## src/rtl/counter_ctrl_pkg.sv

```systemverilog
// counter_ctrl_pkg: shared max defaults, restart FSM encodings and max toggle helper
package counter_ctrl_pkg;
    localparam logic [7:0] MAX_A_DEF = 8'd128;
    localparam logic [7:0] MAX_B_DEF = 8'd8;
    localparam logic ST_IDLE = 1'b0;
    localparam logic ST_HOLD = 1'b1;
    function automatic logic [7:0] next_max(input logic [7:0] cur, input logic [7:0] a, input logic [7:0] b);
        return (cur == a) ? b : a;
    endfunction
endpackage

```

## src/rtl/counter_ctrl_btn_debounce.sv

```systemverilog
// btn_debounce: 2-flop synchroniser plus stable-level debouncer with a rising-level press pulse
module btn_debounce #(
    parameter int DEB_CYCLES = 16
) (
    input  logic clk,
    input  logic rst,
    input  logic raw,
    output logic level,
    output logic press
);
    localparam int CW = $clog2(DEB_CYCLES);
    logic [1:0] sync_q;
    logic stable_q, stable_d, done;
    logic [CW-1:0] cnt_q, cnt_d;
    // press is combinational so the consumer's register flips on the same edge stable does
    always_comb begin
        done = (sync_q[1] != stable_q) && (cnt_q == CW'(DEB_CYCLES - 1));
        stable_d = done ? sync_q[1] : stable_q;
        cnt_d = (sync_q[1] == stable_q || done) ? '0 : cnt_q + 1'b1;
        level = stable_q;
        press = done & sync_q[1];
    end
    always_ff @(posedge clk or posedge rst) begin
        if (rst) begin
            sync_q <= '0;
            stable_q <= 1'b0;
            cnt_q <= '0;
        end else begin
            sync_q <= {sync_q[0], raw};
            stable_q <= stable_d;
            cnt_q <= cnt_d;
        end
    end
endmodule

```

## src/rtl/counter_ctrl.sv

```systemverilog
// counter_ctrl: turns four raw buttons into direction, pause, max and a stretched counter reset
module counter_ctrl
    import counter_ctrl_pkg::*;
#(
    parameter int DEB_CYCLES = 16,
    parameter int RST_HOLD = 4,
    parameter logic [7:0] MAX_A = MAX_A_DEF,
    parameter logic [7:0] MAX_B = MAX_B_DEF
) (
    input  logic       clk,
    input  logic       rst,
    input  logic       btn_dir,
    input  logic       btn_pause,
    input  logic       btn_mode,
    input  logic       btn_clr,
    output logic       direction,
    output logic       pause,
    output logic [7:0] max,
    output logic       ctr_rst
);
    localparam int HW = (RST_HOLD > 1) ? $clog2(RST_HOLD) : 1;
    logic [3:0] raw, prs, lvl_unused;
    logic restart;
    logic dir_q, dir_d, pause_q, pause_d, state_q, state_d;
    logic [7:0] max_q, max_d;
    logic [HW-1:0] hold_q, hold_d;
    assign raw = {btn_clr, btn_mode, btn_pause, btn_dir};
    for (genvar i = 0; i < 4; i++) begin : g_btn
        btn_debounce #(.DEB_CYCLES(DEB_CYCLES)) u_deb (
            .clk(clk),
            .rst(rst),
            .raw(raw[i]),
            .level(lvl_unused[i]),
            .press(prs[i])
        );
    end
    // mode and clr on the same edge merge into one restart
    assign restart = prs[2] | prs[3];
    always_comb begin
        dir_d = dir_q ^ prs[0];
        pause_d = pause_q ^ prs[1];
        max_d = prs[2] ? next_max(max_q, MAX_A, MAX_B) : max_q;
        state_d = restart ? ST_HOLD : (hold_q == '0) ? ST_IDLE : state_q;
        hold_d = restart ? HW'(RST_HOLD - 1) : (hold_q == '0) ? hold_q : hold_q - 1'b1;
    end
    always_ff @(posedge clk or posedge rst) begin
        if (rst) begin
            dir_q <= 1'b1;
            pause_q <= 1'b0;
            max_q <= MAX_A;
            state_q <= ST_HOLD;
            hold_q <= HW'(RST_HOLD - 1);
        end else begin
            dir_q <= dir_d;
            pause_q <= pause_d;
            max_q <= max_d;
            state_q <= state_d;
            hold_q <= hold_d;
        end
    end
    assign direction = dir_q;
    assign pause = pause_q;
    assign max = max_q;
    assign ctr_rst = (state_q == ST_HOLD);
endmodule
```

## config.mk

```make
export PLATFORM = sky130hd
export DESIGN_NAME = counter_ctrl
export DESIGN_NICKNAME = d
export VERILOG_FILES = /design/src/rtl/counter_ctrl_pkg.sv /design/src/rtl/counter_ctrl_btn_debounce.sv /design/src/rtl/counter_ctrl.sv
export SDC_FILE = /design/constraint.sdc
export NUM_CORES = 1
export LEC_CHECK = 0
export CORE_AREA = 10 10 67 69
export CTS_CLUSTER_SIZE = 12
export DETAILED_ROUTE_END_ITERATION = 6
export DIE_AREA = 0 0 77 79
export GPL_ROUTABILITY_DRIVEN = 0
export PLACE_DENSITY = 0.7
export SETUP_SLACK_MARGIN = 0.3
export SYNTH_ARGS = -nofsm -noshare
export SYNTH_HDL_FRONTEND = slang
export SYNTH_SLANG_ARGS = --single-unit
export TNS_END_PERCENT = 50
```

## constraint.sdc

```tcl
create_clock -name clk -period 1.1 [get_ports clk]
set_input_delay 0.11 -clock clk [delete_from_list [all_inputs] [get_ports clk]]
set_output_delay 0.11 -clock clk [all_outputs]
set_load 0.01 [all_outputs]
```

==> metrics.txt <==
top cell type's share of synthesized area=0.516; layout cell share with drive strength beyond 1=0.455; status=finished with violations; vias in the first global route=956; io pins=17; Critical Path RT=1370 ps; core area=3230 um^2; largest cells by area after synthesis=dfrtp_1 (52%), dfstp_2 (9.0%), xnor2_1 (4.8%); peak supply drop=716 uV; post-route insts no fill=200; Final Max Slew Viols=0; DIE WIDTH=77 um; total grt overflow=0; largest net degree at the start of global routing=16; iteration count of the initial detailed-routing pass=2; Sink Count=35; Leak=0.000921 uW; Min-Delay Path Class=in -> async; commonest cells in the netlist=dfrtp_1 (30), nor2_1 (16), inv_1 (10), xnor2_1 (8), xor2_1 (7); final setup TNS=-1040 ps; PwrDens=1460 nW/um^2; ys async rst share=1.00; Hold Worst Slack=37.3 ps; largest family of logic cells by synthesized area=simple AND/OR/NAND/NOR gates; Core Rows=21; adder-cell share of the synthesized area=0.0430; number of synthesized register bits=35; final setup fails=14; first-pass GRT wire length=4070 um; number of synthesized flops with an enable pin=0; crit-path cells=ha_2, and3_4, nand2_4, mux2_4; complex-gate fraction of the synthesized area=0.0146; Post-Synthesis Cell Area=1450 um^2; CTS tree=yes; Post-Synth XOR/XNOR Area=0.0904; largest fanout on the critical path=4; Die Y-Extent=79 um; number of diodes=0; drt first-iter violations=11; largest area contributor in the netlist=dfrtp_1; Max Cap Viol=0; Final Skew=11.0 ps; Synth Area in Simple Gates=0.130; dpl cells=183; routed vias/inst=4.49; # port buffers=10; Mean Syn Cell Area=12.5 um^2; post-route core utilization=0.603; dpl hpwl=1730 um; ANT nets after route=0; startpoint type of the worst setup path=flip-flop; Remaining DRCs=0; wirelength, routed=2380 um; Synth Warn #=0; CP max stage cell=dfrtp_1; Tcrit/Tclk final=1.10; cell count after synthesis=116; Final WS setup=-111 ps; crit path DAT=1480 ps; Main synth FF type=dfrtp_1; failing checks=negative setup slack; Filler Cell Count=273; mux share of post-synthesis cell area=0.0559; most common cell in the synthesized netlist=dfrtp_1; WP buf/inv=0; number of H-tree levels=2; DP Worst Slack=-129 ps; # hold bufs at CTS=0; Crit path largest cell delay=390 ps; via count=898; worst skew pair latency=330 ps; die area=6080 um^2; post-synth cell types=23; total CTS buffers=5; clk root buf=clkbuf_4; Wirelength per Cell=11.9 um; Critical Path End Type=flip-flop; Initial Utilization=0.450; clock buffer depth=2; clk slew on worst S/H paths=110 ps; crit-path leading delay family=flip-flops; fin nets=164; Tot GR Track Use=0.0827; antenna violations before repair=0; final hold violation count=0; Max Clk Rate=826 MHz; WP depth=4; crit path time final=1210 ps; CP Class=reg -> reg; sequential element share of the synthesized area=0.607; Worst R2R Path Depth=4; synth-to-layout area growth=34.0%; RSZ-0062 raised after global routing=true
[state kept, by name, summed over array words and instances, names as in the netlist]
register	count
pause	1
g_btn.u_deb.level	4
ctr_rst	1
g_btn.u_deb.sync_q	8
direction	1
hold_q	2
max	2
g_btn.u_deb.cnt_q	16
[cell families (layout without fill, tap and decap cells)]
group,after synthesis,in the layout
flops,35,35
simple gates,35,35
buf+inv,16,49
xor+xnor,15,15
mux,7,7
fa+ha+maj,5,5
compound gates,2,2
other cells,1,6
[power by group]
part | internal [uW] | leakage [uW] | switching, uW | total [uW]
logic | 342 | 0.000440 | 245 | 587
clock network | 376 | 0.0000386 | 404 | 780
registers | 1410 | 0.000442 | 62.5 | 1470
[placed cells by master, fill, tap and decap left out, types with 3 or more instances in the layout]
cell type and count:
nand3_1 4, xnor2_1 6, dfstp_2 5, buf_4 19
xor2_1 7, dfrtp_1 30, nor2_1 13, buf_6 5
inv_1 7, clkdlybuf4s50_1 5, ha_2 3, clkbuf_4 5
mux2_4 6, conb_1 6
[per-stage QoR]
stage,area (um^2),power [uW]
after detailed placement,1720,1920
after global routing,1950,3010
final,1950,2840
after floorplan,1520,1780
after CTS,1900,2840
after global placement,1720,1890
[area by class of cell]
type / instances / area (um^2) / area share
inverters: 10 / 41.3 / 0.0212
repair buffers: 31 / 259 / 0.133
clock buffers: 8 / 68.8 / 0.0353
multi-input cells: 70 / 639 / 0.328
flip-flops and latches: 35 / 882 / 0.453
well taps: 46 / 57.6 / 0.0295
[path summary, 6_finish.rpt]
path / startpoint / end / slack (ps)
worst max-delay path: g_btn[2].u_deb.cnt_q[0] / max[7] / -110
worst min-delay path: rst / g_btn[3].u_deb.cnt_q[3] / 40
worst max register to register: g_btn[2].u_deb.cnt_q[0] / max[7] / -110
worst min register to register: g_btn[3].u_deb.sync_q[0] / g_btn[3].u_deb.sync_q[1] / 360
max in group asynchronous: rst / g_btn[1].u_deb.cnt_q[1] / 620
min in group clk: btn_dir / g_btn[0].u_deb.sync_q[0] / 200
[worst register-to-register path: cells and delay by family, from the launching register on]
| kind | cells | cell delay (ps) |
|---|---|---|
| flops | 1 | 390 |
| fa+ha+maj | 1 | 190 |
| simple gates | 2 | 280 |
| mux | 1 | 300 |
[what timing repair did]
action	4_1_cts	5_1_grt
endpoints found under the hold margin	0	0
pin swaps	8	11
gates resized for setup	37	7
setup buffers	6	3
setup endpoints to repair	32	32
[layer usage]
layer / share of wire / GRT usage
met1: 0.44 / 0.0905
met5: 0 / 0
met4: 0.010 / 0.0493
met2: 0.51 / 0.136
met3: 0.039 / 0.0304
No activity file was read; power rests on OpenSTA's default activity.
